<file path="config.mk">
export PLATFORM = sky130hd
export DESIGN_NAME = row_scanout
export DESIGN_NICKNAME = d
export VERILOG_FILES = /design/src/rtl/row_scanout.sv
export SDC_FILE = /design/constraint.sdc
export NUM_CORES = 1
export LEC_CHECK = 0
export CAP_MARGIN = 15
export CORE_MARGIN = 3
export CORE_UTILIZATION = 35
export CTS_BUF_LIST = sky130_fd_sc_hd__clkbuf_16
export CTS_CLUSTER_DIAMETER = 80
export DETAILED_ROUTE_END_ITERATION = 6
export MAX_ROUTING_LAYER = met4
export PLACE_DENSITY = 0.69
export SLEW_MARGIN = 20
export SYNTH_ARGS = -nofsm -noshare
export SYNTH_HDL_FRONTEND = slang
export SYNTH_SLANG_ARGS = --single-unit
</file>
<file path="constraint.sdc">
create_clock -name clk -period 4.35 [get_ports clk]
set_input_delay 1.305 -clock clk [delete_from_list [all_inputs] [get_ports clk]]
set_output_delay 1.305 -clock clk [all_outputs]
set_load 0.005 [all_outputs]
</file>
<file path="src/rtl/row_scanout.sv">
`default_nettype none
// ============================================================================
// Module  : row_scanout
// Brief   : 640x480@60 VGA scan-out of a double-buffered row RAM. Sources
//           ROW_WIDTH columns per visible line and pulses swap once per line.
//           Define ROW_CLEAR_EN to zero each pixel after it has been read.
// Revision: 1.0 - initial release
// ============================================================================
module row_scanout #(
    parameter int          ROW_WIDTH = 480,
    parameter int          H_VIS     = 640,
    parameter int          H_FP      = 16,
    parameter int          H_SYNC    = 96,
    parameter int          H_BP      = 48,
    parameter int          V_VIS     = 480,
    parameter int          V_FP      = 10,
    parameter int          V_SYNC    = 2,
    parameter int          V_BP      = 33,
    parameter logic [23:0] BG_COLOR  = 24'h000000
) (
    input  logic        clk,
    input  logic        rst_n,
    output logic [8:0]  address_read_row,
    input  logic [23:0] data_read_row,
    output logic [8:0]  address_clear_row,
    output logic [23:0] data_clear_row,
    output logic        wren_clear,
    output logic        bank,
    output logic        swap,
    output logic [7:0]  vga_r,
    output logic [7:0]  vga_g,
    output logic [7:0]  vga_b,
    output logic        vga_hs,
    output logic        vga_vs,
    output logic        vga_de
);

    localparam logic [9:0] c_H_LAST   = 10'(H_VIS + H_FP + H_SYNC + H_BP - 1);
    localparam logic [9:0] c_H_PRE    = 10'(H_VIS + H_FP + H_SYNC + H_BP - 2);
    localparam logic [9:0] c_V_LAST   = 10'(V_VIS + V_FP + V_SYNC + V_BP - 1);
    localparam logic [9:0] c_H_VIS    = 10'(H_VIS);
    localparam logic [9:0] c_V_VIS    = 10'(V_VIS);
    localparam logic [9:0] c_V_VIS_M1 = 10'(V_VIS - 1);
    localparam logic [9:0] c_ROW_W    = 10'(ROW_WIDTH);
    localparam logic [9:0] c_HS_START = 10'(H_VIS + H_FP);
    localparam logic [9:0] c_HS_END   = 10'(H_VIS + H_FP + H_SYNC);
    localparam logic [9:0] c_VS_START = 10'(V_VIS + V_FP);
    localparam logic [9:0] c_VS_END   = 10'(V_VIS + V_FP + V_SYNC);

    logic [9:0]  r_h_cnt;
    logic [9:0]  r_v_cnt;
    logic        w_in_row;
    logic        w_sourced;
    logic        w_active;
    logic        w_hs_n;
    logic        w_vs_n;
    logic        w_swap_next;

    logic        r_s1_in_row;
    logic        r_s1_de;
    logic        r_s1_hs;
    logic        r_s1_vs;
    logic [23:0] r_rgb;
    logic        r_hs;
    logic        r_vs;
    logic        r_de;
    logic        r_swap;
    logic        r_bank;

    always_ff @(posedge clk or negedge rst_n) begin
        if (!rst_n) begin
            r_h_cnt <= 10'd0;
            r_v_cnt <= 10'd0;
        end else if (r_h_cnt == c_H_LAST) begin
            r_h_cnt <= 10'd0;
            r_v_cnt <= (r_v_cnt == c_V_LAST) ? 10'd0 : r_v_cnt + 10'd1;
        end else begin
            r_h_cnt <= r_h_cnt + 10'd1;
        end
    end

    assign w_in_row  = (r_h_cnt < c_ROW_W);
    assign w_sourced = w_in_row && (r_v_cnt < c_V_VIS);
    assign w_active  = (r_h_cnt < c_H_VIS) && (r_v_cnt < c_V_VIS);
    assign w_hs_n    = !((r_h_cnt >= c_HS_START) && (r_h_cnt < c_HS_END));
    assign w_vs_n    = !((r_v_cnt >= c_VS_START) && (r_v_cnt < c_VS_END));

    assign address_read_row = w_sourced ? r_h_cnt[8:0] : 9'd0;

    // Registered one cycle early so swap is high while h_cnt sits on the last column.
    assign w_swap_next = (r_h_cnt == c_H_PRE) &&
                         ((r_v_cnt == c_V_LAST) || (r_v_cnt < c_V_VIS_M1));

    always_ff @(posedge clk or negedge rst_n) begin
        if (!rst_n) begin
            r_s1_in_row <= 1'b0;
            r_s1_de     <= 1'b0;
            r_s1_hs     <= 1'b1;
            r_s1_vs     <= 1'b1;
        end else begin
            r_s1_in_row <= w_in_row;
            r_s1_de     <= w_active;
            r_s1_hs     <= w_hs_n;
            r_s1_vs     <= w_vs_n;
        end
    end

    always_ff @(posedge clk or negedge rst_n) begin
        if (!rst_n) begin
            r_rgb <= 24'd0;
            r_hs  <= 1'b1;
            r_vs  <= 1'b1;
            r_de  <= 1'b0;
        end else begin
            r_hs <= r_s1_hs;
            r_vs <= r_s1_vs;
            r_de <= r_s1_de;
            if (!r_s1_de) begin
                r_rgb <= 24'd0;
            end else if (!r_s1_in_row) begin
                r_rgb <= BG_COLOR;
            end else if (data_read_row == 24'd0) begin
                r_rgb <= BG_COLOR;
            end else begin
                r_rgb <= data_read_row;
            end
        end
    end

    always_ff @(posedge clk or negedge rst_n) begin
        if (!rst_n) begin
            r_swap <= 1'b0;
            r_bank <= 1'b0;
        end else begin
            r_swap <= w_swap_next;
            if (w_swap_next) begin
                r_bank <= ~r_bank;
            end
        end
    end

`ifdef ROW_CLEAR_EN
    logic [8:0] r_s1_addr;
    logic       r_s1_src;

    always_ff @(posedge clk or negedge rst_n) begin
        if (!rst_n) begin
            r_s1_addr <= 9'd0;
            r_s1_src  <= 1'b0;
        end else begin
            r_s1_addr <= address_read_row;
            r_s1_src  <= w_sourced;
        end
    end

    // The read bank is never written by the drawer, so clearing it cannot collide.
    assign wren_clear        = r_s1_src;
    assign address_clear_row = r_s1_addr;
`else
    assign wren_clear        = 1'b0;
    assign address_clear_row = 9'd0;
`endif

    assign data_clear_row = 24'd0;
    assign swap           = r_swap;
    assign bank           = r_bank;
    assign vga_r          = r_rgb[23:16];
    assign vga_g          = r_rgb[15:8];
    assign vga_b          = r_rgb[7:0];
    assign vga_hs         = r_hs;
    assign vga_vs         = r_vs;
    assign vga_de         = r_de;

endmodule
`default_nettype wire

</file>
# Word level (Yosys, flattened, before mapping)
# Index checks and enable logic that the tools add are counted.
[word_totals]
mem_bits_ro = 0
ff_bits = 53
ramBits = 0
memories = 0
latchBits = 0
[op_classes]
n_div = 0
shifts = 0
add_sub_neg = 2
bitwise = 1
n_lt_le_gt_ge = 8
reduce_logical = 9
multipliers = 0
eq_ne = 3
mux = 6
[op_table]
columns = ["operator", "count"]
rows = [
  ["$mux W24", 3],
  ["$lt A10 B9 Y1 const B", 4],
  ["$eq A10 B10 Y1 const B", 3],
  ["$logic_not A24 Y1", 1],
  ["$add A10 B1 Y10 const B", 2],
  ["$lt A10 B10 Y1 const B", 2],
  ["$mux W10", 2],
  ["$ge A10 B10 Y1 const B", 1],
  ["$ge A10 B9 Y1 const B", 1],
  ["$mux W9", 1],
  ["$logic_and A1 B1 Y1", 5],
  ["$logic_not A1 Y1", 2],
  ["$logic_or A1 B1 Y1", 1],
  ["$not A1 Y1", 1],
]

# Logic depth before layout (Yosys ltp)
[depth]
depth_word = 4
ltp_mapped = 6

# Worst setup path after synthesis
# OpenSTA, ideal clock, no wires.
[synth_timing]
path_type = "register to output"
start = "register r_h_cnt[6]"
end = "output address_read_row[0]"
t_arrival_ns = 1.293
n_path_buf = 0
slack_ns = 1.752
stages_incl_launch_ff = 5
cell_sequence = "dfrtp_1 -> and3_1 -> a21oi_1 -> nor3b_2 -> and2_1"
[synth_between]
elab_chain_cells = 3
[synth_lines]
columns = ["element", "line_no", "source"]
rows = [
  ["from (decl)", "50", "logic [9:0] r_h_cnt;"],
  ["from (signal assigned)", "78", "r_h_cnt <= r_h_cnt + 10'd1;"],
  ["$lt A10 B9 Y1", "82", "assign w_in_row = (r_h_cnt < c_ROW_W);"],
  ["named net w_in_row", "52", "logic w_in_row;"],
  ["$logic_and A1 B1 Y1", "83", "assign w_sourced = w_in_row && (r_v_cnt < c_V_VIS);"],
  ["$mux W9", "88", "assign address_read_row = w_sourced ? r_h_cnt[8:0] : 9'd0;"],
  ["to (decl)", "23", "output logic [8:0] address_read_row,"],
]
# The timed path passes the listed nets, and every way through them passes these cells.

# Final worst setup path
[layout_timing]
start = "register r_h_cnt[6]"
end = "output address_read_row[7]"
# Same word-level chain as after synthesis.

==> results.sh <==
export IMPL_status="completed"
export IMPL_vias=1703
export IMPL_diodes=0
export IMPL_place_congestion=0.8261
export IMPL_cts_setup_buffers=0
export IMPL_tritoncts="yes"
export IMPL_setup_violations=0
export IMPL_report_final_hold_viol_count=0
export IMPL_critPathMaxStageDelay_ns=0.53
export IMPL_worst_r2r_setup_slack_ns=2.43
export IMPL_wl_per_cell_um=12.66
export IMPL_first_iter_violations=62
export IMPL_tightest_slew_ns=0.6558
export IMPL_timing_final_crit_share_pct=85.92
export IMPL_hold_class="flip-flop to flip-flop"
export IMPL_grt_pass1_wl_um=8100
export IMPL_dpl_hpwl_um=3447
export IMPL_ff_latch_area_sq_um=1331
export IMPL_cts_htree_levels=2
export IMPL_die_w_um=90.39
export IMPL_internal_power_w=0.0008179
export IMPL_yosysWarnings=0
export IMPL_critPathCaptureType="primary output"
export IMPL_die_area_sq_um=8169
export IMPL_fill_cells=635
export IMPL_leakage_nw=1.464
export IMPL_grt_max_degree=32
export IMPL_firstDrtPassIters=4
export IMPL_clock_skew_ns=0.006347
export IMPL_initial_utilization_pct=36.48
export IMPL_clkPwrFrac_pct=43.2
export IMPL_io_pins=98
export IMPL_syn_cell_area_sq_um=2492
export IMPL_cap_violations=0
export IMPL_min_period_ns=3.738
export IMPL_synth_seq_area_share_pct=53.41
export IMPL_portBuffers=63
export IMPL_setup_ws_ns=0.6123
export IMPL_met3_usage_pct=4.333
export IMPL_fin_setup_tns_ns=0
export IMPL_combPwrFrac_pct=6.9
export IMPL_critPathKind="flip-flop to primary output"
export IMPL_switching_power_w=0.0001982
export IMPL_ctsResizeCount=0
export IMPL_hold_buffers=0
export IMPL_top_usage_layer="met2"
export IMPL_holdWs_ns=0.3568
export IMPL_min_delay_start="r_s1_hs"
export IMPL_ys_types=38
export IMPL_crit_start="r_h_cnt[6]"
export IMPL_crit_slowest_cell="clkdlybuf4s50_1"
export IMPL_clk_latency_ns=0.29
export IMPL_layout_common_cells="clkdlybuf4s50_1 (62), dfrtp_1 (49), conb_1 (34)"
export IMPL_critPathLaunchType="flip-flop"
export IMPL_sequentialPowerShare_pct=49.9
export IMPL_pre_cts_ws_ns=0.9654
export IMPL_max_freq_ghz=0.2675
export IMPL_clkTransAtPathRegs_ns=0.07
export IMPL_row_count=30
export IMPL_via_per_inst=4.470
export IMPL_finalPower_w=0.001016
export IMPL_cts_root_buffer="clkbuf_16"
export IMPL_clock_path_buffers=2
export IMPL_cts_buffers=5
export IMPL_powerDensity_nw_per_um2=314.9
export IMPL_maxSlewViolCount=0
export IMPL_area_growth_pct=29.47
export IMPL_final_core_util_pct=47.23
export IMPL_grtUsageTotal_pct=12.54
export IMPL_ant_nets=0
export IMPL_drive_gt1_share_pct=7.018
export IMPL_antenna_found_initial=0
export IMPL_finish_net_count=315
export IMPL_slew_headroom_pct=56.28
export IMPL_gr_usage_met1_pct=17.09
export IMPL_worstReg2RegStart="r_h_cnt[1]"
export IMPL_use_met2_pct=17.61
export IMPL_post_synth_cell_area_avg_sq_um=11.13
export IMPL_rsz0062_at_grt="false"
export IMPL_cp_required_ns=3.04
export IMPL_ys_ff_latch=53
export IMPL_die_y_um=90.39
export IMPL_cp_arrival_ns=2.43
export IMPL_multi_input_area_sq_um=952.2
export IMPL_crit_fanout=9
export IMPL_irDropWorstVdd_uv=149.3
export IMPL_gr_total_overflow=0
export IMPL_syn_instance_count=224
export IMPL_layout_commonest_cell="clkdlybuf4s50_1"
export IMPL_p_sw_share_pct=19.51
export IMPL_core_region_area_sq_um=6832
export IMPL_cts_sinks=53
export IMPL_drcViolationCount=0
export IMPL_routed_wl_um=4822
export IMPL_grt_pass1_vias=1604
export IMPL_path_cells="and3_1 > a21oi_1 > nor3b_2 > and2_1 > clkdlybuf4s50_1"
-- registers in the layout (all words and copies together) (netlist names) --
register,count
r_rgb,24
r_s1_in_row,1
r_s1_hs,1
bank,1
vga_hs,1
vga_vs,1
r_h_cnt,10
r_v_cnt,10
swap,1
vga_de,1
r_s1_de,1
r_s1_vs,1
-- cells by family after synthesis --
group	Yosys count	share of synthesized area [%]
simple gates	86	21.44
mux	1	0.4016
xor+xnor	12	4.217
flops	53	53.41
other cells	1	0.1505
compound gates	16	4.518
fa+ha+maj	5	2.510
buf+inv	50	13.35
-- synthesized netlist by cell type --
cell      number  area [sq um]
o21ai_1        1         5.000
nand4_4        1         21.27
inv_1          6         22.52
and3_1        27         168.9
and4_1         2         17.52
nor3b_2        1         12.51
nand3_1       11         55.05
xor2_1         9         78.83
conb_1         1         3.750
dfstp_2        4         105.1
o21a_1         1         7.510
nor2_1         6         22.52
o31ai_1        2         15.01
a32oi_1        1         8.760
nor4_1         1         6.260
xnor2_1        3         26.28
o311ai_2       1         16.27
clkbuf_1       6         22.52
mux2i_1        1         10.01
o22ai_1        1         6.260
and4bb_1       1         12.51
a211oi_2       1         12.51
and2_1        10         62.56
buf_4         34         255.2
buf_2          2         10.01
dfrtp_1       49          1226
buf_6          2         22.52
ha_1           5         62.56
nand4_1        4         25.02
nand2b_1       1         6.260
nand4_2        1         12.51
nor4b_4        1         23.77
o21ai_0        4         20.02
a31oi_1        1         6.260
nand2_1       11         41.29
a21oi_1        3         15.01
nor3_1         7         35.03
nand2_4        1         11.26
-- path summary, 6_finish.rpt --
kind                                  endpoint  cells past startpoint
min in group asynchronous            r_rgb[12]                      1
max                        address_read_row[7]                      5
min reg2reg                             vga_hs                      0
max reg2reg                         r_v_cnt[7]                      5
min                                     vga_hs                      0
max in group asynchronous              r_s1_vs                      2
-- power groups by stage --
stage               combinational, W  clock (W)  sequential, W
floorplan                  0.0000360          0       0.000518
global placement           0.0000706          0       0.000516
detailed placement         0.0000709          0       0.000516
CTS                        0.0000714   0.000450       0.000507
global route               0.0000778   0.000470       0.000507
finish                     0.0000704   0.000439       0.000507
-- per-layer routing --
layer,wire length (um),up-vias
met5,0,-
met4,61,0
met3,481,7
met2,1971,99
met1,2307,788
li1,-,809
-- critical path, delay by kind of cell, from the launching register on --
family	cells	cell delay, ns
AND/OR/NAND/NOR	3	0.95
buffers and inverters	1	0.53
flip-flops	1	0.47
AO/OA/AOI/OAI	1	0.19
-- per-stage QoR --
step	area [sq um]	instances
5_1_grt	3227	381
3_5_place_dp	3059	373
2_1_floorplan	2616	257
4_1_cts	3227	381
3_3_place_gp	3059	373
6_report	3227	381
-- cell type report --
type                            count  area share, %
Sequential cell                    53          41.26
Multi-Input combinational cell    154          29.51
Timing Repair Buffer               64          19.62
Clock buffer                        5          3.877
Tap cell                           96          3.722
Clock inverter                      3          1.318
Inverter                            6         0.6979
No activity file was read; power rests on OpenSTA's default activity.
==> edit 1: new RTL, same settings <==
Change the parameter `V_VIS` from 480 to 256.
--- a/src/rtl/row_scanout.sv
+++ b/src/rtl/row_scanout.sv
@@ -12,7 +12,7 @@
     parameter int          H_FP      = 16,
     parameter int          H_SYNC    = 96,
     parameter int          H_BP      = 48,
-    parameter int          V_VIS     = 480,
+    parameter int          V_VIS     = 256,
     parameter int          V_FP      = 10,
     parameter int          V_SYNC    = 2,
     parameter int          V_BP      = 33,
Check against the original RTL: same outputs for any inputs over 10 cycles, from zero or initial values and one cycle with rst_n low; that may be too few to reach the edited logic, so the function may still have changed.
==> edit 1 against the original RTL <==
Global-route usage decreased by 0.44 points. Non-clock buffer count unchanged. Critical path depth fell by 1. Die area decreased by 1.6%. Worst setup slack better by 150 ps. Clock skew is 3.9 ps higher. Sequential share of layout area grew 0.75 points. Total power fell by 5.4%. Synthesized area down 1.8%. Sequential cell count unchanged. Register-to-register slack worse by 460 ps. Final area shrank 1.8%. Wire length down 0.71%. Via count is 0.29% lower.
==> edit 1: results (changes against the original RTL) <==
metric	value	unit	change
met3 wire length	561	um	was 481 um
worst setup path end	address_read_row[1]		was address_read_row[7]
Post-Synth Adder-Cell Area	0.0255		was 0.0251
NumNets Final	318		was 315
multiplexer share of the synthesized area	0		was 0.00402
vias in the first global route	1601		was 1604
Crit Path Max Fanout	10		was 9
part of the Yosys area used for sequential elements	0.544		was 0.534
outcome	finished clean		unchanged
met2 WL	2050	um	was 1970 um
CP arrival	2280	ps	was 2430 ps
r2r setup slk	1970	ps	was 2430 ps
reg2reg end	r_v_cnt[6]		was r_v_cnt[7]
worst hold endpoint	vga_vs		was vga_hs
post-synth cell types	32		was 38
first-pass GRT wire length	7400	um	was 8100 um
largest cells by area after synthesis	dfrtp_1, buf_4, and3_1		unchanged
initial antenna violation count	0		unchanged
largest net degree at the start of global routing	31		was 32
main flop type after synthesis	dfrtp_1		unchanged
leakage power	1.46	nW	about the same
Worst path max stage delay	530	ps	about the same
Post-Place Worst Slack	1070	ps	was 965 ps
drt via density	4.46		was 4.47
Pint	0.762	mW	was 0.818 mW
Routability Congestion	0.848		was 0.826
Commonest cells post-synth	dfrtp_1, and3_1, buf_4		was dfrtp_1, buf_4, and3_1
DP Cell Count	373		unchanged
All-Layer GR Usage	0.121		was 0.125
share of cells above drive strength 1	0.0590		was 0.0702
Largest regs	r_rgb (24), r_h_cnt (10), r_v_cnt (10)		unchanged
hold path start	r_s1_vs		was r_s1_hs
Filler cells	577		was 635
worst vdd ir	0.170	mV	was 0.149 mV
met2 global-route usage	0.186		was 0.176
CTS clk-pin slew, worst paths	70	ps	about the same
R2R Path Start	r_h_cnt[5]		was r_h_cnt[1]
grt met3 use	0.0310		was 0.0433
Synth Area in XOR/XNOR	0.0501		was 0.0422
achievable frequency	279	MHz	was 268 MHz
slowest cell on the critical path	a21oi_1		was clkdlybuf4s50_1
max_slew headroom	0.370		was 0.563
clk_skew	10.2	ps	was 6.35 ps
compound-cell area share of the yosys netlist	0.0353		was 0.0452
DRT iter0 DRCs	60		was 62
Mapped Cells	226		was 224
Clk. pwr	0.384	mW	was 0.439 mW
Seq pwr share	0.527		was 0.499
worst reg-to-reg path cell count	4		was 5
met1 WL	2140	um	was 2310 um
met1 Track Usage GR	0.155		was 0.171
wire per inst	12.6	um	was 12.7 um
final hold slack	356	ps	was 357 ps
Sw Pwr	0.200	mW	was 0.198 mW
DP Area	3020	um2	was 3060 um2
1st-pass router iterations	4		unchanged
placed wire-length estimate	3540	um	was 3450 um
cts repair resizes	0		unchanged
[edit 1: cell types whose count changed after synthesis, sizes merged, moves of 2 or more]
cell	change
nor3	-3
nand2	-2
or4	+2
nor2	+6
xor2	+3
and3	+12
and2	-7
and4	-2
[edit 1: final cells by class]
cell class | instances | area, um2 | area share
multi-input combinational | 158 | 923 | 0.291
inverter | 5 | 18.8 | 0.00592
sequential | 53 | 1330 | 0.420
tap | 93 | 116 | 0.0367
clock buffer | 5 | 125 | 0.0395
clock inverter | 3 | 21.3 | 0.00671
timing repair buffer | 64 | 633 | 0.200
[edit 1: worst max-delay path: cells and delay by family (launching register included)]
| kind | cells | cell delay, ps |
|---|---|---|
| AO/OA/AOI/OAI | 1 | 530 |
| buffers and inverters | 1 | 510 |
| flip-flops | 1 | 470 |
| AND/OR/NAND/NOR | 2 | 500 |
[edit 1: kinds of logic after synthesis]
kind of cell    after synthesis
buf+inv                      48
fa+ha+maj                     5
compound gates               13
other cells                   1
xor+xnor                     14
flops                        53
simple gates                 92
==> edit 2: new RTL, same flow settings <==
Made on the original files. Put a register stage on the outputs `address_read_row`, `vga_r`, `vga_g` and `vga_b`, cleared by the reset. The values now appear one clock later. The other outputs are not delayed to match.
--- a/src/rtl/row_scanout.sv
+++ b/src/rtl/row_scanout.sv
@@ -85,7 +85,6 @@
     assign w_hs_n    = !((r_h_cnt >= c_HS_START) && (r_h_cnt < c_HS_END));
     assign w_vs_n    = !((r_v_cnt >= c_VS_START) && (r_v_cnt < c_VS_END));
 
-    assign address_read_row = w_sourced ? r_h_cnt[8:0] : 9'd0;
 
     // Registered one cycle early so swap is high while h_cnt sits on the last column.
     assign w_swap_next = (r_h_cnt == c_H_PRE) &&
@@ -164,9 +163,19 @@
     assign data_clear_row = 24'd0;
     assign swap           = r_swap;
     assign bank           = r_bank;
-    assign vga_r          = r_rgb[23:16];
-    assign vga_g          = r_rgb[15:8];
-    assign vga_b          = r_rgb[7:0];
+    always_ff @(posedge clk or negedge rst_n) begin
+        if (!rst_n) begin
+            address_read_row <= '0;
+            vga_r            <= '0;
+            vga_g            <= '0;
+            vga_b            <= '0;
+        end else begin
+            address_read_row <= w_sourced ? r_h_cnt[8:0] : 9'd0;
+            vga_r            <= r_rgb[23:16];
+            vga_g            <= r_rgb[15:8];
+            vga_b            <= r_rgb[7:0];
+        end
+    end
     assign vga_hs         = r_hs;
     assign vga_vs         = r_vs;
     assign vga_de         = r_de;
Check against the original RTL: not equivalent (a bounded check fails within 4 cycles, from zero or initial values and one cycle with rst_n low).
==> edit 2 against the original RTL <==
Maximum frequency is 42% higher. Largest cell class unchanged. Count of clock-buffer cells in the layout is 4 higher. Sequential share of layout area is 8.5 points higher. Sequential cell count is 33 higher. Total power is 69% higher. Hold slack worse by 13 ps. Final area is 34% higher. Synthesized cell count is 16% higher. Clock skew hardly changed. Non-clock buffer count is 1 lower. Worst setup slack better by 1100 ps. Synthesized area is 37% higher. Critical path type unchanged. Wire length is 22% higher.
==> edit 2: results (changes against the original RTL) <==
metric	value	unit	change
Seq pwr share	0.482		was 0.499
drt via density	4.32		was 4.47
DP Cell Count	440		was 373
Commonest cells post-synth	dfrtp_1, buf_4, and3_1		unchanged
Layout non-clock buf frac	0.146		was 0.196
Crit Path Max Fanout	1		was 9
Synth Area per Inst	13.2	um2	was 11.1 um2
CP arrival	1320	ps	was 2430 ps
All-Layer GR Usage	0.114		was 0.125
share of cells above drive strength 1	0.110		was 0.0702
met1 WL	2700	um	was 2310 um
Routability Congestion	0.783		was 0.826
Non-CTS buffers	63		was 64
worst slew pin tran	739	ps	was 656 ps
largest cells by area after synthesis	dfrtp_1, buf_4, and3_1		unchanged
Combinational Power	0.0777	mW	was 0.0704 mW
DRT iter0 DRCs	161		was 62
CTS H-tree lvls	3		was 2
slowest cell on the critical path	dfstp_2		was clkdlybuf4s50_1
FF+latch area	2160	um2	was 1330 um2
first-pass GRT wire length	9740	um	was 8100 um
CTS buffer count	9		was 5
non-filler cells, final	456		was 381
yosys synthesis warning count	0		unchanged
outcome	finished clean		unchanged
largest net degree at the start of global routing	87		was 32
Filler cells	850		was 635
Final Cell Area	4340	um2	was 3230 um2
area occupied by multi-input gates	1040	um2	was 952 um2
part of the Yosys area used for sequential elements	0.632		was 0.534
grt met3 use	0.0408		was 0.0433
Largest regs	r_rgb (24), r_h_cnt (10), r_v_cnt (10)		unchanged
DP Area	4010	um2	was 3060 um2
Clock buf/inv share	0.0745		was 0.0520
Multi-input comb cells	157		was 154
NumNets Final	353		was 315
core box area	9370	um2	was 6830 um2
post-synth cell types	39		was 38
met1 Track Usage GR	0.146		was 0.171
Worst-Skew Late Latency	330	ps	was 290 ps
vias in the first global route	1881		was 1604
IO Port Bufs	63		unchanged
leakage power	1.94	nW	was 1.46 nW
1st-pass router iterations	4		unchanged
Final Setup Violations	0		unchanged
Inverters	5		was 6
Pint	1.37	mW	was 0.818 mW
placed wire-length estimate	3940	um	was 3450 um
clk_skew	6.15	ps	was 6.35 ps
met2 global-route usage	0.169		was 0.176
cts repair resizes	0		unchanged
met2 WL	2660	um	was 1970 um
worst vdd ir	0.164	mV	was 0.149 mV
Yosys reg bits	86		was 53
total wire length	5860	um	was 4820 um
Post-Place Worst Slack	2050	ps	was 965 ps
CP top delay family	flip-flops		was simple AND/OR/NAND/NOR gates
Sw Pwr	0.345	mW	was 0.198 mW
met3 wire length	434	um	was 481 um
Setup Fix Bufs, Post-CTS	0		unchanged
-- edit 2: worst paths after layout --
check / start / endpoint / slack (ps)
worst max-delay path: vga_vs / vga_vs / 1720
worst min-delay path: r_rgb[16] / vga_r[0] / 340
worst max register to register: r_h_cnt[1] / r_v_cnt[9] / 2300
worst min register to register: r_rgb[16] / vga_r[0] / 340
max in group asynchronous: rst_n / address_read_row[1] / 2830
min in group asynchronous: rst_n / vga_b[4] / 1010
-- edit 2: kinds of logic (layout without fill, tap and decap cells) --
kind of cell               Yosys count  in the layout  synth area share
other                                1             34           0.00110
DFF                                 86             86             0.632
and+or+nand+nor                     91             91             0.185
xor gates and xnor gates            15             15            0.0407
muxes                                1              1           0.00439
adders and majority gates            5              5            0.0183
AOI/OAI and AO/OA                   11             11            0.0198
buffers and inverters               49             84            0.0993
